## src/rtl/areg_pkg.sv

```systemverilog
// Shared types, mode encodings and the masked-merge helper for the accumulate register file.
// AREG_SAT_EN (in areg_wstage) switches accumulate from wrapping to saturating arithmetic.
package areg_pkg;

  localparam int AREG_WIDTH = 16;
  // Upper bound on WIDTH: masked() works on this many bits and callers size-cast
  localparam int AREG_MW = 128;

  typedef logic [AREG_WIDTH-1:0] word_t;

  localparam logic MODE_ACC = 1'b0;
  localparam logic MODE_OVW = 1'b1;

  typedef enum logic {IDLE, CLEAR} state_t;

  function automatic logic [AREG_MW-1:0] masked(input logic [AREG_MW-1:0] old,
                                                input logic [AREG_MW-1:0] nval,
                                                input logic [AREG_MW-1:0] mask);
    return (old & ~mask) | (nval & mask);
  endfunction

endpackage

```

## src/rtl/areg_wstage.sv

```systemverilog
// One-deep write pipeline stage: holds an accepted request and builds its commit value.
// With AREG_SAT_EN defined, accumulate saturates and raises sat_evt on overflow.
module areg_wstage
  import areg_pkg::*;
#(
  parameter int WIDTH      = 16,
  parameter int DEPTH      = 16,
  parameter int MIRROR_N   = 8,
  parameter int MIRROR_OFS = 8,
  parameter int AW         = $clog2(DEPTH)
) (
  input  logic             clk,
  input  logic             rst,
  input  logic             in_valid,
  input  logic [AW-1:0]    in_addr,
  input  logic [WIDTH-1:0] in_data,
  input  logic             in_mode,
  input  logic [WIDTH-1:0] in_mask,
  input  logic [WIDTH-1:0] old,
  output logic             valid,
  output logic [AW-1:0]    addr,
  output logic             mirror_hit,
  output logic [AW-1:0]    mirror_addr,
  output logic [WIDTH-1:0] commit_val,
  output logic             sat_evt
);

  logic [WIDTH-1:0] s1_data;
  logic [WIDTH-1:0] s1_mask;
  logic             s1_mode;
  logic [WIDTH-1:0] nval;
  logic             acc;

  always_ff @(posedge clk or posedge rst) begin
    if (rst) begin
      valid   <= 1'b0;
      addr    <= '0;
      s1_data <= '0;
      s1_mask <= '0;
      s1_mode <= MODE_ACC;
    end else begin
      valid <= in_valid;
      if (in_valid) begin
        addr    <= in_addr;
        s1_data <= in_data;
        s1_mask <= in_mask;
        s1_mode <= in_mode;
      end
    end
  end

  assign acc = (s1_mode == MODE_ACC);

`ifdef AREG_SAT_EN
  logic [WIDTH:0] sum;

  // The carry out of the widened sum is the overflow condition
  always_comb begin
    sum     = {1'b0, old} + {1'b0, s1_data};
    nval    = acc ? (sum[WIDTH] ? '1 : sum[WIDTH-1:0]) : s1_data;
    sat_evt = valid && acc && sum[WIDTH];
  end
`else
  logic [WIDTH-1:0] sum;

  always_comb begin
    sum     = old + s1_data;
    nval    = acc ? sum : s1_data;
    sat_evt = 1'b0;
  end
`endif

  always_comb begin
    commit_val  = WIDTH'(masked(AREG_MW'(old), AREG_MW'(nval), AREG_MW'(s1_mask)));
    mirror_hit  = valid && (addr < AW'(MIRROR_N));
    mirror_addr = addr + AW'(MIRROR_OFS);
  end

endmodule

```

## src/rtl/areg_file.sv

```systemverilog
// Accumulate/overwrite register file with masked writes, forwarding read ports,
// a lower-to-upper mirror region and a sequenced clear. Optional macro: AREG_SAT_EN.
module areg_file
  import areg_pkg::*;
#(
  parameter int WIDTH      = 16,
  parameter int DEPTH      = 16,
  parameter int NRD        = 2,
  parameter int MIRROR_N   = 8,
  parameter int MIRROR_OFS = 8
) (
  input  logic                     clk,
  input  logic                     rst,
  input  logic [NRD*$clog2(DEPTH)-1:0] rd_addr,
  output logic [NRD*WIDTH-1:0]     rd_data,
  input  logic                     wr_valid,
  output logic                     wr_ready,
  input  logic [$clog2(DEPTH)-1:0] wr_addr,
  input  logic [WIDTH-1:0]         wr_data,
  input  logic                     wr_mode,
  input  logic [WIDTH-1:0]         wr_mask,
  input  logic                     clr_req,
  output logic                     busy,
  output logic                     clr_done,
  output logic                     sat
);

  localparam int AW = $clog2(DEPTH);
  localparam logic [AW-1:0] LAST = AW'(DEPTH - 1);
  localparam logic [AW-1:0] PRE_LAST = AW'(DEPTH - 2);

  if (DEPTH < 2 || (DEPTH & (DEPTH - 1)) != 0) begin : g_bad_depth
    $error("areg_file: DEPTH must be a power of two and at least 2");
  end
  if (NRD < 1) begin : g_bad_nrd
    $error("areg_file: NRD must be at least 1");
  end
  if (MIRROR_N > MIRROR_OFS || MIRROR_N + MIRROR_OFS > DEPTH) begin : g_bad_mirror
    $error("areg_file: mirror region must not overlap itself or run past DEPTH");
  end

  logic [WIDTH-1:0] rfile [DEPTH];
  state_t           state;
  logic [AW-1:0]    cnt;

  logic             s1_valid;
  logic [AW-1:0]    s1_addr;
  logic             mirror_hit;
  logic [AW-1:0]    mirror_addr;
  logic [WIDTH-1:0] commit_val;
  logic             sat_evt;
  logic             accept;

  // A pending clear request blocks acceptance in the same cycle, so the clear wins
  assign wr_ready = !rst && (state == IDLE) && !clr_req;
  assign accept   = wr_valid && wr_ready;

  areg_wstage #(
    .WIDTH     (WIDTH),
    .DEPTH     (DEPTH),
    .MIRROR_N  (MIRROR_N),
    .MIRROR_OFS(MIRROR_OFS),
    .AW        (AW)
  ) u_wstage (
    .clk        (clk),
    .rst        (rst),
    .in_valid   (accept),
    .in_addr    (wr_addr),
    .in_data    (wr_data),
    .in_mode    (wr_mode),
    .in_mask    (wr_mask),
    .old        (rfile[s1_addr]),
    .valid      (s1_valid),
    .addr       (s1_addr),
    .mirror_hit (mirror_hit),
    .mirror_addr(mirror_addr),
    .commit_val (commit_val),
    .sat_evt    (sat_evt)
  );

  // S1 is always empty while clearing, so the two write sources never collide
  always_ff @(posedge clk or posedge rst) begin
    if (rst) begin
      for (int i = 0; i < DEPTH; i++) rfile[i] <= '0;
    end else if (state == CLEAR) begin
      rfile[cnt] <= '0;
    end else if (s1_valid) begin
      rfile[s1_addr] <= commit_val;
      if (mirror_hit) rfile[mirror_addr] <= commit_val;
    end
  end

  always_ff @(posedge clk or posedge rst) begin
    if (rst) begin
      state    <= IDLE;
      cnt      <= '0;
      busy     <= 1'b0;
      clr_done <= 1'b0;
      sat      <= 1'b0;
    end else begin
      clr_done <= 1'b0;
      if (sat_evt) sat <= 1'b1;
      case (state)
        IDLE: begin
          if (clr_req) begin
            state <= CLEAR;
            busy  <= 1'b1;
            cnt   <= '0;
          end
        end
        CLEAR: begin
          if (cnt == LAST) begin
            state <= IDLE;
            busy  <= 1'b0;
            cnt   <= '0;
            sat   <= 1'b0;
          end else begin
            cnt      <= cnt + 1'b1;
            clr_done <= (cnt == PRE_LAST);
          end
        end
        default: state <= IDLE;
      endcase
    end
  end

  for (genvar k = 0; k < NRD; k++) begin : g_rd
    logic [AW-1:0] ra;
    logic          fwd;
    assign ra  = rd_addr[k*AW +: AW];
    assign fwd = s1_valid && ((ra == s1_addr) || (mirror_hit && (ra == mirror_addr)));
    assign rd_data[k*WIDTH +: WIDTH] = fwd ? commit_val : rfile[ra];
  end

endmodule

```

## config.mk

```make
export PLATFORM = sky130hd
export DESIGN_NAME = areg_file
export DESIGN_NICKNAME = d
export VERILOG_FILES = /design/src/rtl/areg_pkg.sv /design/src/rtl/areg_wstage.sv /design/src/rtl/areg_file.sv
export SDC_FILE = /design/constraint.sdc
export NUM_CORES = 1
export LEC_CHECK = 0
export BUFFER_PORTS_ARGS = -buffer_cell sky130_fd_sc_hd__buf_4
export CAP_MARGIN = 15
export CORE_MARGIN = 2
export CORE_UTILIZATION = 43
export DETAILED_ROUTE_END_ITERATION = 8
export PLACE_DENSITY_LB_ADDON = 0.25
export SYNTH_ARGS = -nofsm -noshare
export SYNTH_HDL_FRONTEND = slang
export SYNTH_SLANG_ARGS = --single-unit
```

## constraint.sdc

```tcl
create_clock -name clk -period 10.1 [get_ports clk]
set_input_delay 1.01 -clock clk [delete_from_list [all_inputs] [get_ports clk]]
set_output_delay 1.01 -clock clk [all_outputs]
set_load 0.005 [all_outputs]
```

==> results.yml, run 1 <==
outcome:
  status: "complete, no violations"
clocking:
  cts_resized: 0
  clkSlewWorstSetupHoldPaths_ps: 60
  cts_tree: "done"
  postCtsSetupBuffers: 0
  cts_max_level: 2
  cts_hold_buf: 0
  clock_path_buffers: 3
  root_buffer: "clkbuf_16"
  cts_buffers: 37
  insertion_delay_ps: 560
  cts.sinks: 301
drt:
  drc: 0
  routed-via-count: 15140
  first_iter_violations: 2043
  drt_pass1_iterations: 5
  wl_per_cell_um: 30.90
  postRouteAntennaNets: 0
  vias_per_cell: 6.893
  routed_wl_mm: 67.86
sta:
  slew_headroom_pct: 14.83
  tightest_slew_ps: 1278
  tns_ps: 0
  hold_ws_ps: 515.1
  slew_viol_final: 0
  min_period_ps: 7274
  finClkSkew_ps: 17.35
  hold_violations: 0
  period_share_pct: 72.02
  max_freq_mhz: 137.5
  rsz0062_at_grt: "false"
  setup_viol: 0
synthesis:
  yosys_warnings: 0
  synthTopCellsByArea: "dfrtp_1 (40%), mux4_2 (26%), o21ai_0 (6.3%)"
  synthDominantCellAreaShare_pct: 40.31
  ys_seq_area_share_pct: 40.31
  synth_edf_count: 0
  postSynthCellCount: 1555
  yosysMostFrequentCell: "dfrtp_1"
  synth.avg_cell_area_um2: 12.02
  yosys-top-cells-count: "dfrtp_1 (301), nand2_1 (243), o21ai_0 (237)"
  synthArstFlopShare_pct: 100.0
  syn-num-nets: 1624
  ys_ff_latch: 301
  synth_top_cell_by_area: "dfrtp_1"
  synthDistinctLibCells: 61
  dominantRegCellSynth: "dfrtp_1"
  syn_area_mm2: 0.01868
critical_path:
  criticalPathCategory: "flip-flop to output pin"
  end_kind: "output pin"
  start_kind: "flip-flop"
  worstPathArrival_ps: 6260
  path_max_fanout: 41
  required_ps: 9090
placed_design:
  dpl_cell_area_mm2: 0.01991
  port_buffers: 83
  place_hpwl_mm: 42.08
  place_congestion: 0.9131
grt:
  overflow: 0
  grt_use_total_pct: 30.74
  first_global_vias: 14790
  grt_max_degree: 95
  antenna_found_initial: 3
  grt_pass1_wl_mm: 99.97
floorplan:
  start_util_pct: 43.47
  die_x_um: 212.5
  die_area_mm2: 0.04514
  io_pins: 85
  die_h_um: 212.5
  rows: 76
  core_mm2: 0.04298
pwr:
  switchingPower_mw: 1.505
  peakVddDrop_v: 0.0001322
  p_int_mw: 2.456
  comb_power_share_pct: 29.8
  pwr-share-clk_pct: 33.9
  leakage_nw: 8.655
  p_per_area_mw_per_mm2: 187.6
  p_sw_share_pct: 38.01
  seq_power_share_pct: 36.3
layout:
  seqCellArea_mm2: 0.007540
  stdcell_area_mm2: 0.02112
  drive_gt1_share_pct: 28.90
  syn_to_final_growth_pct: 13.02
  final_nets: 1652
  multi_input_area_mm2: 0.01062
  fillers: 3820
job:
  drv_cap: 0
hold_path:
  hp-class: "flip-flop to flip-flop"
power by group through the flow:
| stage | clock (mW) | sequential (mW) | combinational, mW |
|---|---|---|---|
| floorplan | 0 | 1.36 | 0.782 |
| global placement | 0 | 1.45 | 1.14 |
| detailed placement | 0 | 1.45 | 1.15 |
| CTS | 1.35 | 1.43 | 1.15 |
| global route | 1.41 | 1.45 | 1.23 |
| finish | 1.34 | 1.44 | 1.18 |
per-layer routing:
metal | up-vias | global-route usage, % | part of all wire, %
met5 | - | 0 | 0
met4 | 0 | 13.72 | 4.6
met3 | 207 | 11.03 | 13
met2 | 1084 | 43.62 | 43
met1 | 7769 | 42.41 | 39
li1 | 6076 | - | -
metrics by stage:
step / power, mW / setup slack [ps] / instances / util, %
3_3_place_gp: 2.586 / 3488 / 2127 / 46.28
5_1_grt: 4.088 / 2513 / 2195 / 49.12
6_report: 3.961 / 2826 / 2196 / 49.13
3_5_place_dp: 2.597 / 3454 / 2129 / 46.32
2_1_floorplan: 2.139 / 772.4 / 1555 / -
4_1_cts: 3.935 / 2856 / 2194 / 49.12
logic make-up after synthesis:
logic type | share of synthesized area (%)
fa+ha+maj | 1.380
xor+xnor | 0.4687
mux | 32.21
flops | 40.31
compound gates | 13.45
other cells | 0.02007
buf+inv | 3.663
simple gates | 8.498
flip-flops by register name, indices dropped and copies added (netlist names):
| name | flops |
|---|---|
| u_wstage.s1_mode | 1 |
| u_wstage.s1_data | 16 |
| u_wstage.valid | 1 |
| busy | 1 |
| rfile | 256 |
| u_wstage.addr | 4 |
| cnt | 4 |
| u_wstage.s1_mask | 16 |
| state | 1 |
| clr_done | 1 |
worst paths after layout:
check	start	end	slack, ps	depth (start not counted)
setup reg to reg	u_wstage.addr[0]	rfile[230]	4460	12
hold reg to reg	rfile[221]	rfile[221]	520	2
hold / removal	rfile[221]	rfile[221]	520	2
min in group asynchronous	rst	clr_done	530	2
max in group asynchronous	rst	u_wstage.s1_mask[0]	7200	4
setup / recovery	u_wstage.addr[0]	rd_data[15]	2830	13
cells in the final DEF, fill, tap and decap left out, types with 6 or more instances in the layout:
master,n
a22o_1,60
mux2_2,43
o21ai_0,237
and3_1,6
ha_1,19
o211ai_1,6
xor2_1,6
nand3_1,15
a32oi_1,15
clkbuf_8,6
nor2b_1,9
clkbuf_1,10
clkinv_2,6
a21oi_4,8
o21ai_1,7
nor2_1,41
dfrtp_1,299
clkbuf_16,39
nand2b_1,8
nor3b_1,8
mux4_1,27
buf_4,123
inv_1,17
nand2_1,243
o311ai_0,6
nor3_1,15
a21oi_1,30
mux4_2,212
critical path, stage by stage (launching register included):
cell and delay (ps):
dfrtp_4 860, buf_4 720, mux4_1 650, mux4_2 540
ha_1 450, nand4_1 150, nor2_1 210, a21oi_1 150
o31ai_1 620, mux2_2 440, o21ai_0 160, buf_4 210
o21ai_0 180, buf_4 230
cell type report:
type	count	area share, %
repair buffers	125	4.450
clock buffers	55	5.190
clock inverters	10	0.5036
inverters	19	0.3733
flip-flops and latches	301	35.71
diodes	2	0.02370
multi-input cells	1099	50.29
well taps	585	3.466
(Power assumes the default switching activity.)
==> run 2, diff against run 1 <==
==> constraint.sdc (replaced) <==
create_clock -name clk -period 7.31 [get_ports clk]
set_input_delay 0.731 -clock clk [delete_from_list [all_inputs] [get_ports clk]]
set_output_delay 0.731 -clock clk [all_outputs]
set_load 0.005 [all_outputs]
==> run 2 against run 1 <==
Compared with the run above:
- wire length down 3.1%
- critical path depth down 1
- hold slack worse by 400 ps
- total power up 36%
- clock power up 31%
- count of clock-buffer cells in the layout unchanged
- clock skew about the same
- sequential power up 42%
- critical path type unchanged
==> results.yml, run 2 (synthesized netlist as in run 1, its figures left out) <==
outcome:
  status: "complete, no violations"
critical_path:
  slowest_delay_ps: 1100
  cp_num_buf_inv: 2
  cp_slowest_cell: "dfrtp_4"
  path_delay_family: "compound AO/OA/AOI/OAI gates"
  crit_end: "rd_data[31]"
  start_kind: "flip-flop"
  required_ps: 6580
  ff2ff_path_depth: 12
  r2r-end: "rfile[30]"
  worstPathCellList: "buf_4, mux4_2, mux4_2, ha_1, a211oi_1, o21ai_0, a21oi_1, o31ai_1, mux2_2, nor2_1, o41ai_1, buf_4"
  startpoint: "u_wstage.addr[0]"
  worstPathArrival_ps: 6050
  end_kind: "output pin"
  criticalPathCategory: "flip-flop to output pin"
  path_max_fanout: 52
  r2r_start: "u_wstage.addr[0]"
  cp_num_cells: 12
  reg2reg_slack_ps: 1820
drt:
  routed_wl_mm: 65.76
  vias_per_cell: 6.850
  drc: 0
  first_iter_violations: 1925
  routed-via-count: 15050
  postRouteAntennaNets: 0
  wl_per_cell_um: 29.93
  drt_pass1_iterations: 7
placed_design:
  port_buffers: 83
  dpl_cell_area_mm2: 0.01993
  place_hpwl_mm: 40.89
  dpl.cell_count: 2133
  place_congestion: 0.9266
grt:
  grt_util_met3_pct: 9.557
  grtUsageMet2_pct: 43.72
  grt_use_total_pct: 29.67
  grt_pass1_wl_mm: 97.72
  antenna_found_initial: 0
  grt_max_degree: 151
  grt.busiest_layer: "met2"
  overflow: 0
  met1_usage_pct: 40.99
  first_global_vias: 14530
layout:
  largest_reg_flops: 256
  num_antenna_cells: 0
  final_nets: 1656
  stdcell_area_mm2: 0.02108
  top_register: "rfile"
  drive_gt1_share_pct: 28.78
  syn_to_final_growth_pct: 12.83
  instances_no_fill: 2197
  largestRegisters: "rfile: 256 flops, u_wstage.s1_data: 16 flops, u_wstage.s1_mask: 16 flops"
  final_common_cell: "dfrtp_1"
  layout_common_cells: "dfrtp_1 (299), nand2_1 (243), o21ai_0 (237)"
pwr:
  peakVddDrop_v: 0.0001758
  p_per_area_mw_per_mm2: 254.7
  leakage_nw: 8.637
  power_mw: 5.370
sta:
  setup_viol: 0
  period_share_pct: 92.74
  tns_ps: 0
  slew_viol_final: 0
  finClkSkew_ps: 17.23
  tightest_slew_ps: 1183
  hold_violations: 0
  max_freq_mhz: 147.5
  hold_ws_ps: 118.9
  min_period_ps: 6779
  slew_headroom_pct: 21.15
  rsz0062_at_grt: "false"
hold_path:
  hp-class: "input port to async pin"
clocking:
  cts_tree: "done"
  insertion_delay_ps: 540
  root_buffer: "clkbuf_16"
  clkSlewWorstSetupHoldPaths_ps: 60
  clock_path_buffers: 3
  cts.sinks: 301
  cts_hold_buf: 0
  cts_buffers: 35
  postCtsSetupBuffers: 0
  cts_max_level: 2
  cts_resized: 0
floorplan:
  die_h_um: 212.5
  core_mm2: 0.04298
  io_pins: 85
  die_x_um: 212.5
  start_util_pct: 43.47
  die_area_mm2: 0.04514
  rows: 76
job:
  drv_cap: 0
run 2: power breakdown:
group / internal (mW) / leakage, nW / switching (mW) / total (mW)
Combinational: 0.530 / 3.95 / 1.04 / 1.57
Sequential: 1.77 / 4.14 / 0.272 / 2.05
Clock: 1.03 / 0.540 / 0.728 / 1.75
Total: 3.33 / 8.64 / 2.04 / 5.37
run 2: worst min-delay path by stage:
stage	to	slack (ps)	cells after the start
5_1_grt	busy	130	2
3_3_place_gp	rfile[200]	490	2
6_report	busy	120	2
3_5_place_dp	rfile[18]	510	2
2_1_floorplan	rfile[144]	470	2
4_1_cts	u_wstage.s1_mode	400	3
run 2: layout make-up:
class | instances | area (µm²)
well taps | 585 | 732.0
flip-flops and latches | 301 | 7540
repair buffers | 131 | 1012
fillers | 3816 | 21900
inverters | 19 | 75.07
clock inverters | 7 | 67.56
multi-input cells | 1099 | 10600
clock buffers | 55 | 1054
run 2: through the flow:
| stage | utilization, % | setup slack [ps] |
|---|---|---|
| after floorplan | - | 2302 |
| after global placement | 46.35 | 1196 |
| after detailed placement | 46.37 | 1168 |
| after CTS | 48.98 | 584.7 |
| after global routing | 49.05 | 366.7 |
| final | 49.05 | 530.5 |
run 2: routing by layer:
| layer | up-vias | share of wire [%] |
|---|---|---|
| met4 | 0 | 3.9 |
| met5 | - | 0 |
| met1 | 7764 | 39 |
| li1 | 6089 | - |
| met2 | 1031 | 44 |
| met3 | 166 | 13 |
run 2: worst register-to-register path, cell delays in order (launching register included):
cell       delay, ps
dfrtp_4         1100
buf_4            410
mux4_2           530
mux4_2           570
ha_1             420
nand4_1          140
a2111oi_0        550
a211o_1          220
a21oi_1          100
mux2i_1          140
a31oi_1          660
buf_4            360
a2bb2oi_1        190
==> run 3, diff against run 2 <==
--- a/config.mk
+++ b/config.mk
@@ -9,6 +9,7 @@
 export CAP_MARGIN = 15
 export CORE_MARGIN = 2
 export CORE_UTILIZATION = 43
+export CTS_BUF_LIST = sky130_fd_sc_hd__clkbuf_16
 export DETAILED_ROUTE_END_ITERATION = 8
 export PLACE_DENSITY_LB_ADDON = 0.25
 export SYNTH_ARGS = -nofsm -noshare
==> run 3 against run 2 <==
Compared with the run above:
- clock skew grew 2.3 ps
- register-to-register slack got worse by 50 ps
- setup slack worse by 19 ps
- sequential share of layout area increased by 0.098 points
- hold slack better by 1.0 ps
- via count fell by 0.19%
- combinational power about the same
- cell area shrank 0.27%
- sequential cell count unchanged
- critical endpoint unchanged
- largest power group unchanged
==> results.yml, run 3 (synthesized netlist as in run 1, its figures left out) <==
outcome:
  status: "complete, no violations"
sta:
  setup_slack_ps: 511.0
  period_share_pct: 93.01
  finClkSkew_ps: 19.49
  slew_viol_final: 0
  min_period_ps: 6799
  rsz0062_at_grt: "false"
  hold_violations: 0
  tns_ps: 0
  hold_ws_ps: 119.9
  tightest_slew_ps: 1171
  max_freq_mhz: 147.1
  slew_headroom_pct: 21.65
  setup_viol: 0
drt:
  wl_met1_mm: 25.61
  first_iter_violations: 1930
  routed_wl_mm: 65.70
  top_layer: "met4"
  vias_per_cell: 6.834
  drc: 0
  wl_per_cell_um: 29.89
  postRouteAntennaNets: 0
  wl_met3_mm: 8.240
  drt_pass1_iterations: 6
  routed-via-count: 15020
  met2WireLength_mm: 29.29
floorplan:
  rows: 76
  start_util_pct: 43.47
  core_mm2: 0.04298
  die_area_mm2: 0.04514
  die_x_um: 212.5
  io_pins: 85
  die_h_um: 212.5
critical_path:
  criticalPathCategory: "flip-flop to output pin"
  path_max_fanout: 52
  r2r_start: "u_wstage.addr[0]"
  start_kind: "flip-flop"
  required_ps: 6580
  r2r-end: "rfile[30]"
  worstPathArrival_ps: 6070
  reg2reg_slack_ps: 1770
  end_kind: "output pin"
  ff2ff_path_depth: 12
  startpoint: "u_wstage.addr[0]"
pwr:
  p_int_mw: 3.248
  switchingPower_mw: 2.036
  peakVddDrop_v: 0.0001757
  p_per_area_mw_per_mm2: 251.4
  power_mw: 5.285
  comb_power_share_pct: 29.6
  pwr-share-clk_pct: 31.7
  seq_power_share_pct: 38.7
  leakage_nw: 8.653
  p_sw_share_pct: 38.53
clocking:
  cts_hold_buf: 0
  cts_resized: 0
  cts_tree: "done"
  root_buffer: "clkbuf_16"
  cts_max_level: 2
  clock_path_buffers: 3
  insertion_delay_ps: 540
  postCtsSetupBuffers: 0
  cts_buffers: 35
  clkSlewWorstSetupHoldPaths_ps: 60
  cts.sinks: 301
placed_design:
  place_congestion: 0.9266
  pre_cts_ws_ps: 1168
  port_buffers: 83
  place_hpwl_mm: 40.89
grt:
  antenna_found_initial: 0
  grt_pass1_wl_mm: 97.77
  grt_use_total_pct: 29.68
  overflow: 0
  grt_max_degree: 151
  first_global_vias: 14540
hold_path:
  hp-class: "input port to async pin"
layout:
  final_common_cell: "dfrtp_1"
  largestRegisters: "rfile: 256 flops, u_wstage.s1_data: 16 flops, u_wstage.s1_mask: 16 flops"
  layout_common_cells: "dfrtp_1 (299), nand2_1 (243), o21ai_0 (237)"
  top_register: "rfile"
  syn_to_final_growth_pct: 12.52
  largest_reg_flops: 256
  final_nets: 1656
  drive_gt1_share_pct: 28.41
  fin_util_pct: 48.91
job:
  drv_cap: 0
run 3: changes by cell type in the layout (fill, tap and decap cells not counted), sizes merged:
cell    before  now
inv         17   29
clkinv       4   10
diode        0    1
clkbuf      55   37
run 3: worst max-delay path by stage:
| stage | depth (start not counted) | slack (ps) | endpoint |
|---|---|---|---|
| after floorplan | 15 | 2300 | rd_data[15] |
| after global placement | 12 | 1200 | rd_data[31] |
| final | 12 | 510 | rd_data[31] |
| after global routing | 12 | 330 | rd_data[31] |
| after detailed placement | 12 | 1170 | rd_data[31] |
| after CTS | 12 | 580 | rd_data[31] |
run 3: critical path, stage by stage (launching register included):
cell      delay (ps)
dfrtp_4         1100
buf_4            380
mux4_2           530
mux4_2           570
ha_1             340
a211oi_1          80
o21ai_0          390
a21oi_1          210
o31ai_1          610
mux2_2           270
nor2_1            70
o41ai_1          650
buf_4            230
run 3: per-layer routing:
| layer | global-route usage (%) | vias up |
|---|---|---|
| li1 | - | 6075 |
| met1 | 40.88 | 7717 |
| met2 | 43.69 | 1060 |
| met3 | 9.645 | 170 |
| met4 | 11.62 | 0 |
| met5 | 0 | - |
run 3: power groups by stage:
stage	Clock (mW)	Sequential, mW	Combinational (mW)
after floorplan	0	1.88	1.08
after global placement	0	2.06	1.51
after detailed placement	0	2.07	1.52
after CTS	1.69	2.04	1.52
after global routing	1.76	2.06	1.64
final	1.68	2.04	1.57
run 3: stage by stage:
stage,instance area (µm²),cells
4_1_cts,20990,2195
5_1_grt,21020,2197
3_3_place_gp,19920,2132
3_5_place_dp,19930,2133
2_1_floorplan,18690,1555
6_report,21020,2198
run 3: cell type report:
class	instances	area (µm²)
clock buffer	37	925.9
timing repair buffer	131	1012
antenna	1	2.502
tap	585	732.0
multi-input combinational	1099	10600
fill	3825	21960
clock inverter	25	135.1
sequential	301	7540
inverter	19	75.07
